## config.mk

```make
export PLATFORM = sky130hd
export DESIGN_NAME = banked_psr_flat
export DESIGN_NICKNAME = d
export VERILOG_FILES = /design/src/rtl/banked_psr_if.sv /design/src/rtl/banked_psr.sv /design/src/flat_wrapper.sv
export SDC_FILE = /design/constraint.sdc
export NUM_CORES = 1
export LEC_CHECK = 0
export CAP_MARGIN = 20
export CELL_PAD_IN_SITES_DETAIL_PLACEMENT = 1
export CELL_PAD_IN_SITES_GLOBAL_PLACEMENT = 1
export CORE_ASPECT_RATIO = 1.25
export CORE_MARGIN = 3
export CORE_UTILIZATION = 41
export DETAILED_ROUTE_END_ITERATION = 8
export GPL_ROUTABILITY_DRIVEN = 0
export PLACE_DENSITY = 0.87
export SLEW_MARGIN = 5
export SYNTH_ARGS = -nofsm -noshare
export SYNTH_HDL_FRONTEND = slang
export SYNTH_SLANG_ARGS = --single-unit
```

## constraint.sdc

```tcl
create_clock -name clk -period 1.75 [get_ports clk]
set_input_delay 0.35 -clock clk [delete_from_list [all_inputs] [get_ports clk]]
set_output_delay 0.35 -clock clk [all_outputs]
set_load 0.03 [all_outputs]
```

## src/rtl/banked_psr_if.sv

```systemverilog
// banked_psr_if: control and data bundle for the banked PSR.
// The master drives the write, save and restore controls. The slave returns q, sq, valid and err.
interface banked_psr_if #(
  parameter int unsigned WIDTH = 8,
  parameter int unsigned WORD  = 4,
  parameter int unsigned BANKS = 4
);
  localparam int unsigned FULLW = WIDTH * WORD;
  localparam int unsigned SELW  = (BANKS > 1) ? $clog2(BANKS) : 1;

  logic             we;
  logic [WORD-1:0]  be;
  logic [FULLW-1:0] d;
  logic             save;
  logic             restore;
  logic [SELW-1:0]  sel;
  logic [FULLW-1:0] q;
  logic [FULLW-1:0] sq;
  logic [BANKS-1:0] valid;
  logic             err;

  modport master (
    output we, be, d, save, restore, sel,
    input  q, sq, valid, err
  );

  modport slave (
    input  we, be, d, save, restore, sel,
    output q, sq, valid, err
  );
endinterface

```

## src/rtl/banked_psr.sv

```systemverilog
// banked_psr: a byte-lane writable status register with BANKS saved copies.
// Storage is big-endian: packed index 0 holds lane WORD-1, so the flat vector lines up with the port bits.
// Define BANKED_PSR_SWAP_EN to make a same-cycle save+restore swap the register with the bank.
// Without BANKED_PSR_SWAP_EN, the restore takes priority and the save is ignored.
module banked_psr #(
  parameter int unsigned WIDTH = 8,
  parameter int unsigned WORD  = 4,
  parameter int unsigned BANKS = 4
) (
  input logic        clk,
  input logic        rst_n,
  banked_psr_if.slave bus
);
  localparam int unsigned FULLW = WIDTH * WORD;
  localparam int unsigned SELW  = (BANKS > 1) ? $clog2(BANKS) : 1;

  typedef logic [0:WORD-1][WIDTH-1:0] word_t;

  word_t            cur_r;
  word_t            cur_nxt;
  word_t            bank_r [BANKS];
  logic [BANKS-1:0] valid_r;
  logic [FULLW-1:0] q_r;
  logic [FULLW-1:0] sq_r;
  logic             err_r;

  logic sel_ok;
  logic sel_valid;
  logic do_write;
  logic do_save;
  logic do_load;
  logic set_valid;
  logic clr_valid;
  logic err_nxt;

  // Decode save/restore/write priority and legality for this cycle
  always_comb begin
    sel_ok    = (32'(bus.sel) < BANKS);
    sel_valid = sel_ok && valid_r[bus.sel];
    do_write  = 1'b0;
    do_save   = 1'b0;
    do_load   = 1'b0;
    set_valid = 1'b0;
    clr_valid = 1'b0;
    err_nxt   = 1'b0;
    if (bus.restore) begin
      if (!sel_ok) begin
        err_nxt = 1'b1;
      end else if (sel_valid) begin
        do_load = 1'b1;
`ifdef BANKED_PSR_SWAP_EN
        if (bus.save) begin
          do_save = 1'b1;
        end else begin
          clr_valid = 1'b1;
        end
`else
        clr_valid = 1'b1;
`endif
      end else begin
`ifdef BANKED_PSR_SWAP_EN
        // An empty bank degrades to a plain save, including the same-cycle write
        if (bus.save) begin
          do_save   = 1'b1;
          set_valid = 1'b1;
          do_write  = bus.we;
        end else begin
          err_nxt = 1'b1;
        end
`else
        err_nxt = 1'b1;
`endif
      end
    end else if (bus.save) begin
      if (sel_ok) begin
        do_save   = 1'b1;
        set_valid = 1'b1;
        do_write  = bus.we;
      end else begin
        err_nxt = 1'b1;
      end
    end else begin
      do_write = bus.we;
    end
  end

  // Next value of the current register: a restore load, or a byte-lane merge of d
  always_comb begin
    cur_nxt = cur_r;
    if (do_load) begin
      cur_nxt = bank_r[bus.sel];
    end else if (do_write) begin
      for (int i = 0; i < int'(WORD); i++) begin
        if (bus.be[i]) begin
          cur_nxt[int'(WORD) - 1 - i] = bus.d[i*WIDTH +: WIDTH];
        end
      end
    end
  end

  // Current register, valid flags and registered outputs
  always_ff @(posedge clk or negedge rst_n) begin
    if (!rst_n) begin
      cur_r   <= '0;
      valid_r <= '0;
      q_r     <= '0;
      sq_r    <= '0;
      err_r   <= 1'b0;
    end else begin
      cur_r <= cur_nxt;
      if (set_valid) begin
        valid_r[bus.sel] <= 1'b1;
      end else if (clr_valid) begin
        valid_r[bus.sel] <= 1'b0;
      end
      q_r   <= cur_r;
      sq_r  <= sel_ok ? bank_r[bus.sel] : '0;
      err_r <= err_nxt;
    end
  end

  // Saved-copy banks capture the pre-edge current value
  always_ff @(posedge clk or negedge rst_n) begin
    if (!rst_n) begin
      for (int b = 0; b < int'(BANKS); b++) begin
        bank_r[b] <= '0;
      end
    end else if (do_save) begin
      bank_r[bus.sel] <= cur_r;
    end
  end

  assign bus.q     = q_r;
  assign bus.sq    = sq_r;
  assign bus.valid = valid_r;
  assign bus.err   = err_r;

endmodule
```

## src/flat_wrapper.sv

```systemverilog
// flat-port wrapper written by rule: the top's interface ports become plain ports
module banked_psr_flat 
#(
  parameter int unsigned WIDTH = 8,
  parameter int unsigned WORD  = 4,
  parameter int unsigned BANKS = 4
)
  (clk, rst_n, bus_we, bus_be, bus_d, bus_save, bus_restore, bus_sel, bus_q, bus_sq, bus_valid, bus_err);
  banked_psr_if #(.WIDTH(WIDTH), .WORD(WORD), .BANKS(BANKS)) bus_i ();
  input logic clk;
  input logic rst_n;
  input wire logic [$bits(bus_i.we)-1:0] bus_we;
  input wire logic [$bits(bus_i.be)-1:0] bus_be;
  input wire logic [$bits(bus_i.d)-1:0] bus_d;
  input wire logic [$bits(bus_i.save)-1:0] bus_save;
  input wire logic [$bits(bus_i.restore)-1:0] bus_restore;
  input wire logic [$bits(bus_i.sel)-1:0] bus_sel;
  output wire logic [$bits(bus_i.q)-1:0] bus_q;
  output wire logic [$bits(bus_i.sq)-1:0] bus_sq;
  output wire logic [$bits(bus_i.valid)-1:0] bus_valid;
  output wire logic [$bits(bus_i.err)-1:0] bus_err;
  assign bus_i.we = bus_we;
  assign bus_i.be = bus_be;
  assign bus_i.d = bus_d;
  assign bus_i.save = bus_save;
  assign bus_i.restore = bus_restore;
  assign bus_i.sel = bus_sel;
  assign bus_q = bus_i.q;
  assign bus_sq = bus_i.sq;
  assign bus_valid = bus_i.valid;
  assign bus_err = bus_i.err;
  banked_psr #(.WIDTH(WIDTH), .WORD(WORD), .BANKS(BANKS)) u_core (.clk(clk), .rst_n(rst_n), .bus(bus_i));
endmodule
```

==> results.txt, run 1 <==
VDD IR max = 842 uV
CP max stage cell = a222oi_1
Post-synthesis mux area share = 0.208
Die height = 170 um
Cells along the critical path = mux2_4, a222oi_1, buf_4, a221oi_1
Antenna-violating nets left = 0
Pwr per Cell Area = 1760 mW/mm^2
CTS tree = done
Critical path launch point type = register
Vias in the first global route = 6,681
RSZ-0062 raised after global routing = true
Mapped cell area = 0.00884 sq mm
Clk buf depth = 3
Ratio of cells with drive above 1 in the final layout = 0.279
Largest family of logic cells by synthesized area = multiplexers
WP buf/inv = 1
Area leader, netlist = dfrtp_1
Crit path time final = 1.81 ns
Syn Nets = 654
Post-synth top area share = 0.648
Cell variety after synth = 25
Initial antenna violation count = 0
Rows = 59
First-pass GRT wire length = 38.4 mm
EDFF count, synth = 0
Reg2reg setup slack = -0.06 ns
Critical Path AT = 2.18 ns
CP peak stage delay = 0.57 ns
Part of the cycle the worst path needs = 1.03
Ys flop type = dfrtp_1
F_max = 553 MHz
Gr usage total = 0.215
CTS sink count = 229
Most frequent cell after synthesis = dfrtp_1
Input/output buffers = 111
Number of diodes = 0
Die Area = 0.0234 sq mm
CP endpoint kind = register
Die width = 137 um
Number of synthesized register bits = 229
Yosys warnings = 0
Post-Synth Simple-Gate Area = 0.0403
Mapped Cells = 611
Cts bufs inserted = 22
Status = complete, but fails checks
Initial Util = 0.420
Final nets = 798
Grt ovf = 0
LEAKAGE = 5.05 nW
Failing checks = setup timing
Xor/xnor share of the synthesized area = 0
Worst Skew = 0.0158 ns
Final setup violation count = 12
Dominant cells by area after synthesis = dfrtp_1, mux2_2, mux4_2, a221oi_1, inv_1
Crit path setup slack, layout = -0.0599 ns
Vias per inst = 5.47
Worst slew margin = 0.627
Syn_area_per_cell = 14.5 sq um
Pins Over Slew Limit = 0
Post-DP HPWL = 15.2 mm
Clock transition at the registers of the reported paths = 0.06 ns
Post-synthesis compound-gate area fraction = 0.0601
R2R cell count = 4
Hold_sp = bus_sel[1]
Starting DRC count in detailed routing = 389
Core area = 0.0210 sq mm
Post-synthesis adder-cell area fraction = 0
H-tree lvl count = 1
Final Hold Viols = 0
Fin util = 0.538
CP Max Fanout = 8
Post-synth top cells = dfrtp_1, mux2_2, inv_1, nor2_1
Sequential fraction of the synthesis area = 0.648
Pin count of the biggest net entering global routing = 65
Pre-CTS WS = -0.434 ns
Clock Latency Late Sink = 0.50 ns
DR DRC count = 0
Routed WL = 24.2 mm
Terminus of the critical flop-to-flop path = u_core.cur_r[18]
Drt pass-1 iters = 4
Root Driver = clkbuf_16
Worst Tran Pin Value = 0.559 ns
Asr flop ratio synth = 1.00
DR vias = 5,712
Worst endpoint required time = 2.12 ns
Maxcap violations = 0
Top delay family on crit path = compound AO/OA/AOI/OAI gates
Hold WC Path Type = in2reg
# IOs = 112
Hold depth = 3
Wire length per cell = 23.2 um
Crit Path Class = reg2reg
Area Growth Syn to Fin = 28.0%
[metal layers]
layer  wire, um  vias to the layer above  part of all wire  GRT usage
met5          0                        -                 0          0
met4        945                        0             0.039     0.0872
met3        912                       76             0.038     0.0281
met2      12800                      171              0.53      0.377
met1       9520                     3036              0.39      0.268
li1           -                     2429                 -          -
[stage by stage]
step	area (sq um)	power (mW)	hold slack, ns	setup TNS (ns)	instances
2_1_floorplan	8850	12.4	0.0544	-0.916	611
3_3_place_gp	10600	14.9	0.290	-40.83	1002
3_5_place_dp	10600	15.4	0.295	-49.67	1002
4_1_cts	11300	20.0	0.331	0	1043
5_1_grt	11300	20.9	0.358	-0.638	1045
6_report	11300	19.9	0.332	-0.399	1045
[area by class of cell]
cell class | instances | area (sq um)
Tap cell | 274 | 343
Clock buffer | 35 | 691
Multi-Input combinational cell | 288 | 2760
Inverter | 64 | 240
Clock inverter | 5 | 52.6
Fill cell | 2049 | 9720
Timing Repair Buffer | 150 | 1500
Sequential cell | 229 | 5740
[tightest hold or removal path, stage by stage]
cell     delay (ns)
buf_2          0.14
buf_4          0.20
a31oi_1        0.10
[cell families (layout without fill, tap and decap cells)]
family,Yosys count,in the layout
flops,229,229
buf+inv,94,254
mux,131,131
compound gates,77,77
simple gates,80,80
[power breakdown]
group | switching, mW | total, mW | internal, mW
combinational | 3.27 | 5.88 | 2.60
clock | 1.98 | 4.83 | 2.85
sequential | 1.56 | 9.18 | 7.62
total | 6.81 | 19.9 | 13.1
[registers in the layout (all words and copies together) (netlist names), named ones only]
name	flops
u_core.cur_r	32
u_core.bus.q	32
u_core.bus.sq	32
u_core.bus.err	1
u_core.bank_r	128
[worst max path at each step]
stage / start / to / cells after the start
4_1_cts: register / u_core.cur_r[18] / 4
5_1_grt: register / u_core.cur_r[18] / 4
3_3_place_gp: bus_restore / u_core.cur_r[23] / 6
2_1_floorplan: register / u_core.cur_r[0] / 3
3_5_place_dp: bus_restore / u_core.cur_r[12] / 7
6_report: register / u_core.cur_r[18] / 4
[cells in the final DEF (no fill, tap or decap), types with 4 or more instances in the layout]
master / instances
dfrtp_1: 225
mux2_2: 94
dlygate4sd2_1: 67
inv_1: 64
clkdlybuf4s50_1: 39
nor2_1: 33
mux4_2: 32
nand2_1: 32
o21ai_0: 32
a221oi_1: 31
buf_4: 24
clkbuf_16: 23
buf_12: 15
clkbuf_8: 7
a21oi_1: 6
clkbuf_1: 5
nor2b_1: 4
a222oi_1: 4
nand3b_1: 4
dfrtp_2: 4
[what timing repair did]
action,CTS,global route
pin swaps,0,2
resized for setup,69,4
hold endpoints to repair,40,0
hold buffers,1,0
buffers inserted,0,2
endpoints found under the setup margin,69,17
Note: power is estimated with default switching activity, not from simulation.
==> inputs of run 2 (changes only) <==
CAP_MARGIN = 15   (was 20)
==> results of run 2 <==
The final DEF is identical to that of run 1; final timing and power are the same.
==> inputs of run 3 (changes only) <==
SETUP_SLACK_MARGIN = 0.2   (was default)
==> run 3 against run 2 <==
Net effect:
- the flow now finishes without violations
- highest routed layer unchanged
- clock power fell by 3%
- cell count rose by 0.77%
- clock skew fell by 0.0028 ns
- clock-buffer cell count fell by 3
==> results.txt, run 3 (synthesis results as in run 1) <==
Gr usage total = 0.217
Part of the cycle the worst path needs = 0.981
Input/output buffers = 111
LEAKAGE = 5.14 nW
Rows = 59
RSZ-0062 raised after global routing = true
Critical path launch point type = register
Placement Cell Area = 0.0106 sq mm
Fillers = 2,049
Biggest register = u_core.bank_r
Post-DP HPWL = 14.9 mm
CTS sink count = 229
F_max = 583 MHz
Die width = 137 um
Number of diodes = 0
Cts bufs inserted = 22
H-tree lvl count = 1
Hold WC Path Type = in2reg
Critical Path AT = 2.08 ns
VDD IR max = 926 uV
# IOs = 112
Initial antenna violation count = 0
Max FFs per register = 128
Register area = 0.00574 sq mm
Vias in the first global route = 6,790
Die Area = 0.0234 sq mm
Die height = 170 um
Initial Util = 0.420
Area Growth Syn to Fin = 32.2%
Fin area = 0.0117 sq mm
Most common cell after layout, fill and taps aside = dfrtp_1
Routed WL = 26.4 mm
DR DRC count = 0
Pin count of the biggest net entering global routing = 52
Vias per inst = 5.59
Pins Over Slew Limit = 0
Pwr per Cell Area = 1740 mW/mm^2
Worst slew margin = 0.702
Status = complete, no violations
Drt pass-1 iters = 5
Starting DRC count in detailed routing = 469
Core area = 0.0210 sq mm
Most frequent cells in the layout = dfrtp_1, mux2_2, inv_1
Ratio of cells with drive above 1 in the final layout = 0.401
Crit Path Class = reg2reg
CP endpoint kind = register
CP Max Fanout = 8
Root Driver = clkbuf_16
First-pass GRT wire length = 38.9 mm
Multi-input combinational cell area = 0.00293 sq mm
Worst Tran Pin Value = 0.446 ns
DR vias = 5,886
CTS tree = done
Wire length per cell = 25.1 um
Worst Skew = 0.0130 ns
Clock transition at the registers of the reported paths = 0.07 ns
Maxcap violations = 0
Grt ovf = 0
Final Hold Viols = 0
Clk buf depth = 3
Worst endpoint required time = 2.12 ns
Final setup violation count = 0
Hold_ws = 0.236 ns
Antenna-violating nets left = 0
Final nets = 809
Clock Latency Late Sink = 0.50 ns
Crit path time final = 1.72 ns
## run 3: changes by cell type in the layout (fill, tap and decap cells not counted), moves of 3 or more
| cell | delta |
|---|---|
| clkdlybuf4s15_2 | +53 |
| a221oi_1 | -20 |
| buf_4 | +7 |
| clkbuf_8 | -3 |
| dlygate4sd2_1 | -66 |
| a221oi_2 | +17 |
| a221oi_4 | +3 |
| buf_2 | +6 |
| clkbuf_2 | +4 |
| clkbuf_16 | +3 |
| buf_6 | +5 |
## run 3: through the flow
step | util | worst slack [ns] | total power, mW | TNS [ns] | std cells
final | 0.556 | 0.0341 | 20.4 | 0 | 1053
after global placement | 0.505 | -0.390 | 14.9 | -45.73 | 1002
after detailed placement | 0.505 | -0.475 | 15.3 | -55.91 | 1002
after floorplan | - | -0.0390 | 12.4 | -0.916 | 611
after global routing | 0.556 | -0.0842 | 21.3 | -0.445 | 1053
after CTS | 0.545 | 0.0943 | 20.1 | 0 | 1042
## run 3: timing repair
action,in CTS,in global routing
pin swaps,3,17
hold buffers,1,0
endpoints found under the hold margin,42,0
setup endpoints to repair,197,60
setup buffers,1,8
resized for setup,223,48
gates cloned,1,3
## run 3: worst paths after layout
| check | slack [ns] | cells past startpoint | from | end |
|---|---|---|---|---|
| max in group asynchronous | 0.73 | 3 | rst_n | asynchronous set/reset pin |
| hold / removal | 0.24 | 2 | bus_sel[0] | register |
| setup reg to reg | 0.03 | 4 | register | u_core.cur_r[23] |
| min in group asynchronous | 0.34 | 2 | rst_n | u_core.bank_r[13] |
| setup / recovery | 0.03 | 4 | register | u_core.cur_r[23] |
| hold reg to reg | 0.46 | 0 | u_core.cur_r[31] | u_core.bus.q[31] |
## run 3: critical path, stage by stage, from the launching register on
cell and delay [ns]:
dfrtp_2 0.40, mux2_4 0.31, a222oi_1 0.46, buf_4 0.30, a221oi_1 0.10
## run 3: metal layers
layer / vias up / track usage / wire length [um] / part of all wire
met3: 44 / 0.0310 / 1220 / 0.046
li1: 2456 / - / - / -
met1: 3172 / 0.277 / 10400 / 0.40
met2: 214 / 0.378 / 14100 / 0.54
met5: - / 0 / 0 / 0
met4: 0 / 0.0725 / 572 / 0.022
## run 3: final cells by class
cell class,instances,share of cell area
clock buffers,32,0.0555
clock inverters,5,0.00428
flip-flops and latches,229,0.491
well taps,274,0.0293
inverters,64,0.0205
multi-input cells,288,0.251
repair buffers,161,0.149
## run 3: report_power, final
part           total (mW)  internal (mW)  switching (mW)
sequential           9.28           7.63            1.65
clock                4.70           2.71            1.99
combinational        6.42           2.95            3.46
total                20.4           13.3            7.11
